File: src/rtl/binary_to_bcd_seq_if.sv
// binary_to_bcd_seq_if: start/operand request and BCD result bundle for the sequential converter
interface binary_to_bcd_seq_if #(
  parameter int BIN_WIDTH = 16,
  parameter int DIGITS = 5
);
  logic start;
  logic [BIN_WIDTH-1:0] binary_in;
  logic busy;
  logic done;
  logic [4*DIGITS-1:0] bcd_out;
  logic overflow;
  modport master (output start, binary_in, input busy, done, bcd_out, overflow);
  modport slave (input start, binary_in, output busy, done, bcd_out, overflow);
endinterface

File: src/rtl/binary_to_bcd_seq.sv
// binary_to_bcd_seq: double-dabble binary-to-BCD converter, one shift per clock
module binary_to_bcd_seq #(
  parameter int BIN_WIDTH = 16,
  parameter int DIGITS = 5
) (
  input logic clk,
  input logic rst_n,
  binary_to_bcd_seq_if.slave bus
);
  localparam int BW = 4 * DIGITS;
  localparam int SW = BW + BIN_WIDTH;
  localparam int CW = $clog2(BIN_WIDTH + 1);
  localparam int LW = (BIN_WIDTH > BW ? BIN_WIDTH : BW) + 1;
  function automatic logic [LW-1:0] pow10_m1(input int n);
    logic [LW-1:0] p;
    p = LW'(1);
    for (int i = 0; i < n; i++) p = p * LW'(10);
    return p - LW'(1);
  endfunction
  localparam logic [LW-1:0] LIM = pow10_m1(DIGITS);
  typedef enum logic {IDLE, SHIFT} state_t;
  state_t state, state_n;
  logic [CW-1:0] cnt, cnt_n;
  logic [SW-1:0] scr, scr_n, adj, shifted;
  logic ovp, ovp_n, done_n, ov_n;
  logic [BW-1:0] bcd_n;
  always_comb begin
    adj = scr;
    for (int d = 0; d < DIGITS; d++)
      adj[BIN_WIDTH+4*d +: 4] = scr[BIN_WIDTH+4*d +: 4] > 4'd4 ? scr[BIN_WIDTH+4*d +: 4] + 4'd3 : scr[BIN_WIDTH+4*d +: 4];
  end
  // the bit leaving the top digit is dropped, which yields value mod 10^DIGITS
  assign shifted = {adj[SW-2:0], 1'b0};
  always_comb begin
    state_n = state;
    cnt_n = cnt;
    scr_n = scr;
    ovp_n = ovp;
    bcd_n = bus.bcd_out;
    ov_n = bus.overflow;
    done_n = 1'b0;
    if (state == IDLE && bus.start) begin
      scr_n = {{BW{1'b0}}, bus.binary_in};
      cnt_n = CW'(BIN_WIDTH);
      ovp_n = {{(LW-BIN_WIDTH){1'b0}}, bus.binary_in} > LIM;
      state_n = SHIFT;
    end else if (state == SHIFT) begin
      scr_n = shifted;
      cnt_n = cnt - CW'(1);
      if (cnt == CW'(1)) begin
        bcd_n = shifted[SW-1 -: BW];
        ov_n = ovp;
        done_n = 1'b1;
        state_n = IDLE;
      end
    end
  end
  always_ff @(posedge clk or negedge rst_n)
    if (!rst_n) begin
      state <= IDLE;
      cnt <= '0;
      scr <= '0;
      ovp <= 1'b0;
      bus.bcd_out <= '0;
      bus.overflow <= 1'b0;
      bus.done <= 1'b0;
    end else begin
      state <= state_n;
      cnt <= cnt_n;
      scr <= scr_n;
      ovp <= ovp_n;
      bus.bcd_out <= bcd_n;
      bus.overflow <= ov_n;
      bus.done <= done_n;
    end
  assign bus.busy = state == SHIFT;
endmodule

File: src/flat_wrapper.sv
// flat-port wrapper written by rule: the top's interface ports become plain ports
module binary_to_bcd_seq_flat 
#(
  parameter int BIN_WIDTH = 16,
  parameter int DIGITS = 5
)
  (clk, rst_n, bus_start, bus_binary_in, bus_busy, bus_done, bus_bcd_out, bus_overflow);
  binary_to_bcd_seq_if #(.BIN_WIDTH(BIN_WIDTH), .DIGITS(DIGITS)) bus_i ();
  input logic clk;
  input logic rst_n;
  input wire logic [$bits(bus_i.start)-1:0] bus_start;
  input wire logic [$bits(bus_i.binary_in)-1:0] bus_binary_in;
  output wire logic [$bits(bus_i.busy)-1:0] bus_busy;
  output wire logic [$bits(bus_i.done)-1:0] bus_done;
  output wire logic [$bits(bus_i.bcd_out)-1:0] bus_bcd_out;
  output wire logic [$bits(bus_i.overflow)-1:0] bus_overflow;
  assign bus_i.start = bus_start;
  assign bus_i.binary_in = bus_binary_in;
  assign bus_busy = bus_i.busy;
  assign bus_done = bus_i.done;
  assign bus_bcd_out = bus_i.bcd_out;
  assign bus_overflow = bus_i.overflow;
  binary_to_bcd_seq #(.BIN_WIDTH(BIN_WIDTH), .DIGITS(DIGITS)) u_core (.clk(clk), .rst_n(rst_n), .bus(bus_i));
endmodule
File: config.mk
export PLATFORM = sky130hd
export DESIGN_NAME = binary_to_bcd_seq_flat
export DESIGN_NICKNAME = d
export VERILOG_FILES = /design/src/rtl/binary_to_bcd_seq_if.sv /design/src/rtl/binary_to_bcd_seq.sv /design/src/flat_wrapper.sv
export SDC_FILE = /design/constraint.sdc
export NUM_CORES = 1
export LEC_CHECK = 0
export CORE_AREA = 2 2 98 100
export CTS_BUF_LIST = sky130_fd_sc_hd__clkbuf_4 sky130_fd_sc_hd__clkbuf_8
export CTS_CLUSTER_DIAMETER = 150
export CTS_CLUSTER_SIZE = 28
export DETAILED_ROUTE_END_ITERATION = 16
export DIE_AREA = 0 0 100 102
export PLACE_DENSITY = 0.64
export REMOVE_ABC_BUFFERS = 1
export SETUP_SLACK_MARGIN = 0.05
export SYNTH_ARGS = -nofsm -noshare
export SYNTH_HDL_FRONTEND = slang
export SYNTH_SLANG_ARGS = --single-unit
File: constraint.sdc
create_clock -name clk -period 1.65 [get_ports clk]
set_input_delay 0.33 -clock clk [delete_from_list [all_inputs] [get_ports clk]]
set_output_delay 0.33 -clock clk [all_outputs]
set_load 0.1 [all_outputs]
==> summary.md, run 1 <==
| Metric | Value |
|---|---|
| Die Y-Extent | `102 um` |
| Total Nets Final | `370` |
| Worst hold slack | `15.3 ps` |
| Via density | `around 4.9` |
| Status | `completed` |
| Cell Rows | `35` |
| Post-synth EDFFs | `0` |
| Crit path required time | `between 1000 and 1500 ps` |
| Via Count | `approximately 2200` |
| Setup WS pre-CTS | `slightly above 50 ps` |
| DRC | `0` |
| Initial antenna violation count | `0` |
| Hold_buf cts | `0` |
| Clk_lat worst skew | `approximately 330 ps` |
| Number of global-route vias before repair | `approximately 2100` |
| Initial detailed-routing violation count | `120` |
| Post-CTS Setup Repair Bufs | `0` |
| Reg-to-reg endpoint | `u_core.bus.bcd_out[2]` |
| CP startpoint kind | `flip-flop` |
| RD Place Congestion | `roughly 0.77` |
| FF-to-FF setup slack | `between 100 and 150 ps` |
| Total Routed Length | `between 5 and 6 mm` |
| Worst r2r src | `u_core.cnt[1]` |
| Share of layout cells above drive strength 1 | `0.215` |
| RSZ-0062 raised after global routing | `false` |
| Die W | `100 um` |
| Clock period minus worst slack | `approximately 1500 ps` |
| Met3 routed WL | `about 230 um` |
| Largest net degree at the start of global routing | `64` |
| Starting density of the core | `0.334` |
| Remaining Overflow, GRT | `0` |
| Routed Antenna Nets | `0` |
| Flops & latches, synth | `63` |
| Core area | `around 0.0091 mm2` |
| CTS Sinks | `63` |
| Hpwl dp | `between 4 and 5 mm` |
| Clock buffer depth | `2` |
| Top delay family on crit path | `flip-flops` |
| Layout area overhead | `33.8%` |
| Bufs and invs on worst path | `2` |
| Syn. warnings | `0` |
| Seq/Total Area, Yosys | `0.518` |
| Kind of end point of the critical path | `output port` |
| Synthesized area | `between 0.003 and 0.004 mm2` |
| Top_reg_cell synth | `dfrtp_1` |
| R2R cell count | `5` |
| Crit path top cell by count | `buf_12` |
| Final hold violations | `0` |
| Tcrit/Tclk final | `0.927` |
| Clk root buf | `clkbuf_8` |
| CP endpoint | `bus_busy` |
| Worst path slowest cell | `dfrtp_1` |
| CTS tree | `done` |
| Final core utilization | `0.447` |
| Distinct cells, synth | `32` |
| Final setup viols | `0` |
| Critical Setup Path Class | `reg2out` |
| Arrival time at the worst endpoint | `between 1000 and 1500 ps` |
| Stages on worst setup path | `2` |
| GRT Total Usage | `0.124` |
| First drt pass iteration count | `4` |
| Global-route wire length before repair | `9.80 mm` |
| CTS H-tree lvls | `3` |
| TNS Setup | `0 ps` |
| WL met1 | `approximately 2.7 mm` |
| Asr flop ratio synth | `1.00` |
| Critical path startpoint | `u_core.bus.busy` |
| Max incr delay on CP | `about 470 ps` |
| WL/cell | `13.1 um` |
| Port Buf Inserts | `40` |
| Max Cap Viol | `0` |
| CTS clk-pin slew, worst paths | `roughly 70 ps` |
| Ports | `42` |
| Met2 Wirelength | `2.90 mm` |
| Clk_skew | `5.50 ps` |
| Pins over their slew limit | `0` |
| Die ar. | `between 0.01 and 0.015 mm2` |
| Ant diodes | `0` |
| CTS buffer count | `9` |
| CP Cell Sequence | `buf_12 > buf_12` |
| HP Class | `in2async` |
| Max Used Layer | `met4` |
| Setup ws final | `120 ps` |
| Synth Instances | `a little under 300` |
| F_max | `0.654 GHz` |
| Crit-path max FO | `24` |
| Syn avg cell area | `~10 um2` |
==> metrics by stage <==
step / area [um2] / std cells
floorplan: 2960 / 277
global placement: 3850 / 439
detailed placement: 3850 / 439
CTS: 4050 / 455
global route: 4070 / 455
finish: 4070 / 455
==> routing by layer <==
layer	vias to the layer above	track usage
met5	-	0
met4	0	0.0717
met2	43	0.202
met3	12	0.0321
met1	1076	0.149
li1	1094	-
==> worst min-delay path by stage <==
stage	startpoint	slack, ps	to	cells past startpoint
detailed placement	rst_n	370	u_core.bus.bcd_out[5]	2
floorplan	rst_n	30	u_core.bus.bcd_out[0]	0
global route	rst_n	30	u_core.bus.bcd_out[5]	2
global placement	rst_n	370	u_core.bus.bcd_out[5]	2
finish	rst_n	20	u_core.bus.bcd_out[5]	2
CTS	rst_n	20	u_core.scr[31]	2
==> layout make-up <==
class                      instances  area [um2]
clock buffer                      12         153
clock inverter                     4        45.0
fill                             862        5040
inverter                          21        83.8
multi-input combinational        193        1330
sequential                        63        1580
tap                              111         139
timing repair buffer              51         748
==> sequential cells by signal, indices dropped and copies added, names as in the netlist <==
signal,flops
u_core.bus.done,1
u_core.bus.busy,1
u_core.scr,36
u_core.cnt,5
u_core.bus.bcd_out,20
==> cells by family after synthesis <==
| kind of cell | count (synthesis) | synth area share |
|---|---|---|
| AO/OA/AOI/OAI | 78 | 0.152 |
| AND/OR/NAND/NOR | 64 | 0.100 |
| flip-flops | 63 | 0.518 |
| buffers and inverters | 35 | 0.0530 |
| multiplexers | 30 | 0.103 |
| adder cells (fa/ha/maj) | 12 | 0.0493 |
| XOR/XNOR | 8 | 0.0230 |
| other | 1 | 0.00123 |
==> cell usage in the layout (no fill, tap or decap), types with 2 or more instances in the layout <==
| cell type | count |
|---|---|
| o21ai_0 | 44 |
| inv_1 | 18 |
| or3_1 | 4 |
| nor2b_1 | 2 |
| a21oi_1 | 10 |
| nor2_1 | 6 |
| nor3_1 | 11 |
| clkbuf_4 | 2 |
| mux2i_1 | 20 |
| dfrtp_1 | 63 |
| a21oi_2 | 3 |
| buf_12 | 26 |
| nor2_2 | 2 |
| a21o_1 | 6 |
| nor3b_1 | 3 |
| clkdlybuf4s50_1 | 17 |
| ha_1 | 11 |
| inv_2 | 2 |
| xnor2_1 | 7 |
| mux2_2 | 10 |
| nand2_1 | 35 |
| o31ai_2 | 2 |
| clkbuf_8 | 10 |
| a22o_1 | 6 |
| clkinv_2 | 3 |
| buf_4 | 7 |
==> cell usage after synthesis, drive strengths merged, types with 2 or more instances <==
cell type  count  area (um2)
nor3          11        55.1
mux2i         20         200
a22o           6        52.6
or3            4        25.0
o31ai          3        32.5
nand2         35         131
clkbuf         3        11.3
dfrtp         63        1580
o21ai         45         225
nor2b          2        12.5
mux2          10         113
inv           21        81.3
xnor2          7        61.3
nor2           8        35.0
a21oi         14        73.8
ha            12         150
a21o           6        45.0
buf           11        68.8
nor3b          3        22.5
==> repair_timing <==
action	4_1_cts	5_1_grt
gates resized for setup	1	8
endpoints found under the hold margin	0	0
setup endpoints to repair	1	9
Power of run 1 is not shown: default switching activity piles up to over one toggle a cycle in this logic, so the estimate is an artifact.
==> inputs of run 2 (changes only) <==
--- a/config.mk
+++ b/config.mk
@@ -5,12 +5,12 @@
 export SDC_FILE = /design/constraint.sdc
 export NUM_CORES = 1
 export LEC_CHECK = 0
-export CORE_AREA = 2 2 98 100
+export CORE_AREA = 8 8 104 106
 export CTS_BUF_LIST = sky130_fd_sc_hd__clkbuf_4 sky130_fd_sc_hd__clkbuf_8
 export CTS_CLUSTER_DIAMETER = 150
 export CTS_CLUSTER_SIZE = 28
 export DETAILED_ROUTE_END_ITERATION = 16
-export DIE_AREA = 0 0 100 102
+export DIE_AREA = 0 0 112 114
 export PLACE_DENSITY = 0.64
 export REMOVE_ABC_BUFFERS = 1
 export SETUP_SLACK_MARGIN = 0.05
==> run 2 against run 1 <==
Count of clock-buffer cells in the layout rose by 2; fmax is 3.1% higher; sequential share of layout area is 0.32 points higher; utilization is 0.33 points lower; sequential cell count unchanged.
==> summary.md, run 2 (synthesized netlist as in run 1, its figures left out) <==
| Metric | Value |
|---|---|
| Status | `completed` |
| Kind of end point of the critical path | `flip-flop` |
| First drt pass iteration count | `4` |
| Clock period minus worst slack | `between 1000 and 1500 ps` |
| WL/cell | `approximately 13 um` |
| CTS tree | `done` |
| CP Cell Sequence | `inv_1 > ha_1 > inv_1 > a21oi_2 > mux2i_1 > mux2_2` |
| CP startpoint kind | `flip-flop` |
| Crit path required time | `between 1500 and 2000 ps` |
| Area after DPL | `between 0.003 and 0.004 mm2` |
| Die ar. | `around 0.013 mm2` |
| Tcrit/Tclk final | `0.899` |
| DP Cell Count | `440` |
| Clk_skew | `approximately 2.6 ps` |
| GRT Total Usage | `0.105` |
| CTS H-tree lvls | `3` |
| Largest net degree at the start of global routing | `64` |
| Port Buf Inserts | `40` |
| Initial detailed-routing violation count | `84` |
| Top Registers | `u_core.scr (36), u_core.bus.bcd_out (20), u_core.cnt (5)` |
| RSZ-0062 raised after global routing | `true` |
| Cell Rows | `35` |
| Total Routed Length | `a little over 6 mm` |
| F_max | `0.674 GHz` |
| Initial antenna violation count | `0` |
| Via density | `just under 5` |
| Routed Antenna Nets | `0` |
| Crit-path max FO | `4` |
| RD Place Congestion | `0.759` |
| Clk_lat worst skew | `~330 ps` |
| Max incr delay on CP | `~370 ps` |
| Clk root buf | `clkbuf_8` |
| Largest reg by FF count | `u_core.scr` |
| Final setup viols | `0` |
| Ports | `42` |
| Hpwl dp | `roughly 4.5 mm` |
| Ant diodes | `0` |
| Max Cap Viol | `0` |
| Die Y-Extent | `about 110 um` |
| Critical Setup Path Class | `reg2reg` |
| Layout area overhead | `32.8%` |
| Via Count | `2200` |
| Setup ws final | `167 ps` |
| Core area | `0.00911 mm2` |
| Worst path slowest cell | `dfrtp_1` |
| Commonest non-fill, non-tap cell in the layout | `dfrtp_1` |
| CTS buffer count | `9` |
| CTS clk-pin slew, worst paths | `approximately 60 ps` |
| Die W | `~110 um` |
| Arrival time at the worst endpoint | `1700 ps` |
| Clock buffer depth | `2` |
| Setup WS pre-CTS | `roughly 28 ps` |
| Largest register FFs | `36` |
| CTS Sinks | `63` |
| Pins over their slew limit | `0` |
| TNS Setup | `0 ps` |
| Starting density of the core | `0.334` |
| HP Class | `in2async` |
| DRC | `0` |
| Final hold violations | `0` |
| Remaining Overflow, GRT | `0` |
| Post-route insts no fill | `457` |
| Final instance area | `0.00404 mm2` |
| Crit path top cell by count | `inv_1` |
| Share of layout cells above drive strength 1 | `0.217` |
| Total Nets Final | `374` |
| Most frequent cells in the layout | `62 x dfrtp_1, 43 x o21ai_0, 35 x nand2_1, 23 x buf_12, 20 x mux2i_1` |
| Global-route wire length before repair | `around 11 mm` |
| Number of global-route vias before repair | `2326` |
-- run 2: timing repair --
action	in CTS	in global routing
resized for setup	1	6
setup endpoints to repair	1	8
hold buffers	0	0
cloned	0	0
setup buffers	0	3
-- run 2: metrics by stage --
stage               hold slack [ps]  utilization
global route                   34.1        0.444
floorplan                      34.4            -
detailed placement              373        0.419
finish                         9.18        0.444
global placement                379        0.419
CTS                            21.5        0.440
-- run 2: final cells by class --
| type | count | area, um2 |
|---|---|---|
| clock buffers | 14 | 186 |
| fillers | 864 | 5070 |
| inverters | 21 | 81.3 |
| multi-input cells | 193 | 1320 |
| flip-flops and latches | 63 | 1580 |
| well taps | 111 | 139 |
| repair buffers | 55 | 741 |
-- run 2: layer usage --
metal	share of wire	track usage
met4	0.025	0.0594
met1	0.47	0.123
met5	0	0
met3	0.044	0.0306
met2	0.46	0.169
-- run 2: worst max-delay path, delay by kind of cell, from the launching register on --
family | cells | cell delay, ps
buf+inv | 2 | 190
fa+ha+maj | 1 | 190
mux | 2 | 390
compound gates | 1 | 220
flops | 1 | 370
-- run 2: worst paths after layout --
check / depth (start not counted) / startpoint / slack (ps) / endpoint
worst max-delay path: 6 / u_core.scr[16] / 170 / u_core.bus.bcd_out[2]
worst min-delay path: 2 / rst_n / 9 / u_core.bus.bcd_out[5]
worst max register to register: 6 / u_core.scr[16] / 170 / u_core.bus.bcd_out[2]
worst min register to register: 2 / u_core.scr[12] / 490 / u_core.scr[13]
max in group asynchronous: 2 / rst_n / 1350 / u_core.bus.busy
min in group clk: 2 / u_core.scr[12] / 490 / u_core.scr[13]
Power of run 2 is left out for the same reason.
